===== src/rtl/video_timing_analyzer.sv =====
// rtl/video_timing_analyzer.sv - measures HSYNC/VSYNC/DE geometry of incoming video and flags a stable lock
module video_timing_analyzer #(
    parameter int LOCK_FRAMES  = 3,
    parameter int TIMEOUT_CLKS = 4096
) (
    input  logic        clk27,
    input  logic        reset_n,
    input  logic        HSYNC_in,
    input  logic        VSYNC_in,
    input  logic        DE_in,
    output logic [10:0] h_total,
    output logic [10:0] h_synclen,
    output logic [10:0] h_active,
    output logic [10:0] v_total,
    output logic [10:0] v_synclen,
    output logic [10:0] v_active,
    output logic        locked,
    output logic        frame_start
);

    typedef enum logic [1:0] {NOSYNC, ACQUIRE, LOCKED} state_t;

    typedef struct packed {
        logic [10:0] ht;
        logic [10:0] hs;
        logic [10:0] ha;
        logic [10:0] vt;
        logic [10:0] vs;
        logic [10:0] va;
    } geom_t;

    localparam logic [7:0]  LOCK_N = 8'(LOCK_FRAMES);
    localparam logic [12:0] TO_N   = 13'(TIMEOUT_CLKS);
    localparam logic [10:0] MAX11  = 11'h7ff;

    state_t      state;
    logic        hs_r, vs_r, de_r, hs_d, vs_at_hs;
    logic [12:0] h_cnt;
    logic [10:0] hs_cnt, hs_len, de_cnt;
    logic [10:0] v_cnt, vs_cnt, act_cnt, h_act;
    logic [7:0]  stable_cnt;
    logic        have_prev;
    geom_t       prev, out_q, cand;

    logic hs_edge, hs_trail, vs_edge, timeout, line_active, match;
    logic [10:0] act_now, hact_now;

    function automatic logic [10:0] sat11(input logic [13:0] x);
        return (x > 14'd2047) ? MAX11 : x[10:0];
    endfunction

    assign hs_edge     = hs_d & ~hs_r;
    assign hs_trail    = ~hs_d & hs_r;
    // Frame boundary: VSYNC low at this line start but high at the previous one
    assign vs_edge     = hs_edge & ~vs_r & vs_at_hs;
    assign timeout     = (h_cnt >= TO_N);
    assign line_active = (de_cnt != 11'd0);
    assign act_now     = line_active ? sat11({3'b0, act_cnt} + 14'd1) : act_cnt;
    assign hact_now    = (h_act == 11'd0 && line_active) ? de_cnt : h_act;

    always_comb begin
        cand    = '0;
        cand.ht = sat11({1'b0, h_cnt} + 14'd1);
        cand.hs = hs_len;
        cand.ha = hact_now;
        cand.vt = sat11({3'b0, v_cnt} + 14'd1);
        cand.vs = vs_cnt;
        cand.va = act_now;
    end

    assign match = have_prev && (cand == prev);

    assign h_total   = out_q.ht;
    assign h_synclen = out_q.hs;
    assign h_active  = out_q.ha;
    assign v_total   = out_q.vt;
    assign v_synclen = out_q.vs;
    assign v_active  = out_q.va;

    always_ff @(posedge clk27 or negedge reset_n) begin
        if (!reset_n) begin
            state       <= NOSYNC;
            hs_r        <= 1'b1;
            vs_r        <= 1'b1;
            de_r        <= 1'b0;
            hs_d        <= 1'b1;
            vs_at_hs    <= 1'b0;
            h_cnt       <= '0;
            hs_cnt      <= '0;
            hs_len      <= '0;
            de_cnt      <= '0;
            v_cnt       <= '0;
            vs_cnt      <= '0;
            act_cnt     <= '0;
            h_act       <= '0;
            stable_cnt  <= '0;
            have_prev   <= 1'b0;
            prev        <= '0;
            out_q       <= '0;
            locked      <= 1'b0;
            frame_start <= 1'b0;
        end else begin
            hs_r        <= HSYNC_in;
            vs_r        <= VSYNC_in;
            de_r        <= DE_in;
            hs_d        <= hs_r;
            frame_start <= 1'b0;
            if (timeout) begin
                state      <= NOSYNC;
                h_cnt      <= '0;
                hs_cnt     <= '0;
                hs_len     <= '0;
                de_cnt     <= '0;
                v_cnt      <= '0;
                vs_cnt     <= '0;
                act_cnt    <= '0;
                h_act      <= '0;
                stable_cnt <= '0;
                have_prev  <= 1'b0;
                out_q      <= '0;
                locked     <= 1'b0;
            end else begin
                if (hs_edge)
                    h_cnt <= '0;
                else if (h_cnt != 13'h1fff)
                    h_cnt <= h_cnt + 13'd1;

                if (hs_edge)
                    hs_cnt <= 11'd1;
                else if (!hs_r && hs_cnt != MAX11)
                    hs_cnt <= hs_cnt + 11'd1;
                if (hs_trail)
                    hs_len <= hs_cnt;

                if (hs_edge)
                    de_cnt <= {10'b0, de_r};
                else if (de_r && de_cnt != MAX11)
                    de_cnt <= de_cnt + 11'd1;

                if (hs_edge) begin
                    vs_at_hs <= vs_r;
                    if (vs_edge) begin
                        v_cnt       <= '0;
                        vs_cnt      <= 11'd1;
                        act_cnt     <= '0;
                        h_act       <= '0;
                        frame_start <= 1'b1;
                        case (state)
                            NOSYNC: begin
                                state      <= ACQUIRE;
                                have_prev  <= 1'b0;
                                stable_cnt <= '0;
                            end
                            ACQUIRE: begin
                                prev      <= cand;
                                have_prev <= 1'b1;
                                out_q     <= cand;
                                if (match) begin
                                    stable_cnt <= stable_cnt + 8'd1;
                                    if (stable_cnt + 8'd1 >= LOCK_N) begin
                                        state  <= LOCKED;
                                        locked <= 1'b1;
                                    end
                                end else begin
                                    stable_cnt <= '0;
                                    locked     <= 1'b0;
                                end
                            end
                            default: begin
                                prev  <= cand;
                                out_q <= cand;
                                if (!match) begin
                                    state      <= ACQUIRE;
                                    stable_cnt <= '0;
                                    locked     <= 1'b0;
                                end
                            end
                        endcase
                    end else begin
                        v_cnt   <= sat11({3'b0, v_cnt} + 14'd1);
                        if (!vs_r)
                            vs_cnt <= sat11({3'b0, vs_cnt} + 14'd1);
                        act_cnt <= act_now;
                        h_act   <= hact_now;
                    end
                end
            end
        end
    end

endmodule

===== config.mk =====
export PLATFORM = sky130hd
export DESIGN_NAME = video_timing_analyzer
export DESIGN_NICKNAME = d
export VERILOG_FILES = /design/src/rtl/video_timing_analyzer.sv
export SDC_FILE = /design/constraint.sdc
export NUM_CORES = 1
export LEC_CHECK = 0
export ABC_CLOCK_PERIOD_IN_PS = 4950
export CAP_MARGIN = 20
export CORE_MARGIN = 2
export CORE_UTILIZATION = 55
export DETAILED_ROUTE_END_ITERATION = 6
export PLACE_DENSITY = 0.75
export SKIP_CTS_REPAIR_TIMING = 1
export SYNTH_ARGS = -nofsm -noshare
export SYNTH_HDL_FRONTEND = slang
export SYNTH_SLANG_ARGS = --single-unit

===== constraint.sdc =====
create_clock -name clk27 -period 4.95 [get_ports clk27]
set_clock_uncertainty 0.2 [all_clocks]
set_input_delay 0.99 -clock clk27 [delete_from_list [all_inputs] [get_ports clk27]]
set_output_delay 0.99 -clock clk27 [all_outputs]
set_load 0.1 [all_outputs]

==> results.md <==
- Detailed placement HPWL: 21800 um
- Dominant register cell in the synthesized netlist: dfrtp_1
- Pins Over Slew Limit: 0
- Core ar.: 21700 um2
- Critical Path, Cell by Cell: inv_1, ha_1, nor4b_2, and3_1, o21ai_1, nor3b_1, a2111oi_0, nand4_1, nor4_4, o21ai_1, o21ai_1
- Area of all placed cells without fillers: 13800 um2
- Sink Count: 240
- CP dominant cell by count: o21ai_1
- Combined area of the multi-input logic cells: around 5600 um2
- RSZ-0062 raised after global routing: no
- Highest cell delay on the worst timing path: 0.85 ns
- Maximum number of pins on one net before global-route repair: 133
- Metal1 wirelength: about 14000 um
- Number of antenna violations at the first check in global routing: 0
- Master of the slowest instance on the critical path: and3_1
- Average cell area after synthesis: between 8 and 9 um2
- Transition time at the pin with the least slew margin: between 1 and 1.5 ns
- Non-Filler Instances: 1691
- Cell Count Post-Placement: 1643
- Number of cells on the worst reg-to-reg path: 11
- Netlist Area Pre-Place: roughly 12000 um2
- Most common cell after layout, fill and taps aside: nand2_1
- Layout cell share with drive strength beyond 1: 0.0602
- Starting DRC count in detailed routing: 742
- Number of fill cells in the layout: 1798
- Number of input and output port buffers inserted: 72
- Setup tns final: 0 ns
- Clk Latency, worst-skew pair: 0.53 ns
- Global placement routability congestion: between 0.9 and 1
- Initial cell density of the core: 0.555
- Detailed route wirelength on metal3: between 1500 and 2000 um
- FFs w/ async S/R, synth: 1.00
- Router iterations before antenna repair: 7
- Setup-failing EPs final: 0
- Number of I/O pins: 73
- GRT overflow: 0
- Synth-to-layout area growth: 14.8%
- Leading cell types in the layout, fill and taps excluded: nand2_1, dfrtp_1, nor2_1
- Highest layer used for signal routing: met4
- Via count: 10100
- Floorplan die area: 23100 um2
- Worst hold path class: register to register
- Overall global routing resource usage: 0.275
- Critical Setup Path Class: register to register
- Cell count after synthesis: 1353
- Maximum fanout along the worst path: 25
- Arrival time reported for the critical path endpoint: 4.40 ns
- Worst slack at placement: 0.881 ns
- Power per cell area: 507 nW/um2
- Number of enable flip-flop cells after synthesis: 0
- Wire length of the first global-routing pass: 52200 um
- Number of flip-flops and latches in the synthesized netlist: 240
- WHS Path Cells: 0
- Number of buffers created by CTS: 26
- Top delay family on crit path: simple AND/OR/NAND/NOR gates
- Max capacitance violation total: 0
- Failing checks: DRC
- Critical path depth in cells: 11
- Number of unique standard cell types used by synthesis: 71
- Sequential cell area fraction in the yosys report: 0.499
- Type of origin of the critical path: register
- Count of buffer and inverter cells on the critical path: 1
- Total leakage power: 6.02 nW
- Post-detailed-route DRC marker count: 2
- Net count after synthesis: 1371
- Number of rows in the core area: 54
- Drt total wl: 32000 um
- Clock Root Buffer: clkbuf_16
- Maximum count of clock buffers along a single path: 3
- DIE HEIGHT: 152 um
- Req. time, crit path: 5.21 ns
- Number of nets with antenna violations after detailed routing: 0
- Part of the cycle the worst path needs: 0.837
- Setup slack after layout: 0.804 ns
- Total cell area at the placement stage: around 13000 um2
- Fmax: 241 MHz
- Headroom to the max-slew limit: 0.322
- Clock transition at the register clock pins on the worst setup and hold paths after CTS: about 0.060 ns
- Synth warn: 0
- Average wire per standard cell: 18.9 um
- Depth of the CTS H-tree: 1
- Clock tree from TritonCTS: built
- Net count, final: 1409
- Vias in the first global route: 9883
- Count of antenna diodes in the layout: 0
- Category of the worst setup path capture point: register
- Total Power Consumption: 7.02 mW
- Horizontal die dimension: 152 um
- Result of the run: complete, but fails checks
- Number of failing hold endpoints at the final stage: 0
- Drt via density: 5.97
- Area taken by flip-flops and latches: 6010 um2
- Met2 WL post-DR: 15300 um
- Peak ir drop on the vdd network: 0.337 mV
- Time the final worst path needs with I/O delays and setup: 4.15 ns
==> layout make-up <==
class                   instances  share of cell area
multi-input cells             997               0.407
clock inverters                 9             0.00389
repair buffers                 87              0.0633
inverters                      39              0.0106
well taps                     280              0.0253
clock buffers                  39              0.0550
flip-flops and latches        240               0.435
==> Yosys cell counts (all sizes together), types with 4 or more instances <==
library cell	n	area share
o211ai	4	0.0025
nor2	152	0.047
buf	15	0.0051
o21ai	88	0.037
nor4	21	0.013
o31a	4	0.0029
clkbuf	62	0.019
xor2	37	0.027
a211oi	26	0.016
o31ai	7	0.0048
nand2	254	0.079
and2	9	0.0047
nor2b	8	0.0042
or4	7	0.0047
a31oi	13	0.0068
ha	13	0.014
xnor2	30	0.022
nand3	39	0.017
nand2b	14	0.0073
o2111ai	7	0.0051
a22o	19	0.014
a2111oi	7	0.0066
and3	20	0.010
nand4	17	0.0093
or3	5	0.0026
a311oi	5	0.0036
a41oi	5	0.0036
inv	39	0.012
a21oi	94	0.039
nor3b	4	0.0025
and4	9	0.0065
nor3	30	0.012
dfrtp	237	0.49
mux2i	8	0.0066
==> report_power, final <==
group | switching [mW] | internal [mW] | leakage, nW
Combinational | 1.85 | 0.690 | 2.44
Clock | 0.791 | 1.06 | 0.399
Sequential | 0.331 | 2.29 | 3.18
==> layer usage <==
| layer | track usage | vias to the layer above |
|---|---|---|
| met3 | 0.0422 | 56 |
| met5 | 0 | - |
| met4 | 0.0797 | 0 |
| met1 | 0.376 | 4955 |
| li1 | - | 4793 |
| met2 | 0.458 | 289 |
==> final timing paths <==
kind                                 from       endpoint  slack [ns]
worst min-delay path                 hs_r           hs_d        0.19
worst max register to register  de_cnt[1]  stable_cnt[3]        0.80
min in group asynchronous         reset_n    h_active[7]        0.39
worst min register to register       hs_r           hs_d        0.19
max in group asynchronous         reset_n           hs_r        3.21
worst max-delay path            de_cnt[1]  stable_cnt[3]        0.80
==> registers in the layout (all words and copies together) (netlist names), 11 cells and up <==
register   cells
act_cnt       11
de_cnt        11
h_act         11
h_active      11
h_cnt         13
h_synclen     11
h_total       11
hs_cnt        11
hs_len        11
prev          66
v_active      11
v_cnt         11
v_synclen     11
v_total       11
vs_cnt        11
==> cells by family (layout without fill, tap and decap cells) <==
| group | after synthesis | count (layout) | share of synthesized area |
|---|---|---|---|
| AOI/OAI and AO/OA | 307 | 307 | 0.163 |
| and+or+nand+nor | 598 | 598 | 0.228 |
| buffers and inverters | 116 | 174 | 0.0366 |
| xor gates and xnor gates | 68 | 68 | 0.0506 |
| adders and majority gates | 13 | 13 | 0.0135 |
| DFF | 240 | 240 | 0.499 |
| muxes | 11 | 11 | 0.00945 |
==> per-stage QoR <==
step,hold WS (ns),utilization
3_3_place_gp,0.180,0.600
3_5_place_dp,0.178,0.600
2_1_floorplan,0.167,-
4_1_cts,0.186,0.638
6_report,0.187,0.638
5_1_grt,0.191,0.638
(Power assumes the default switching activity.)
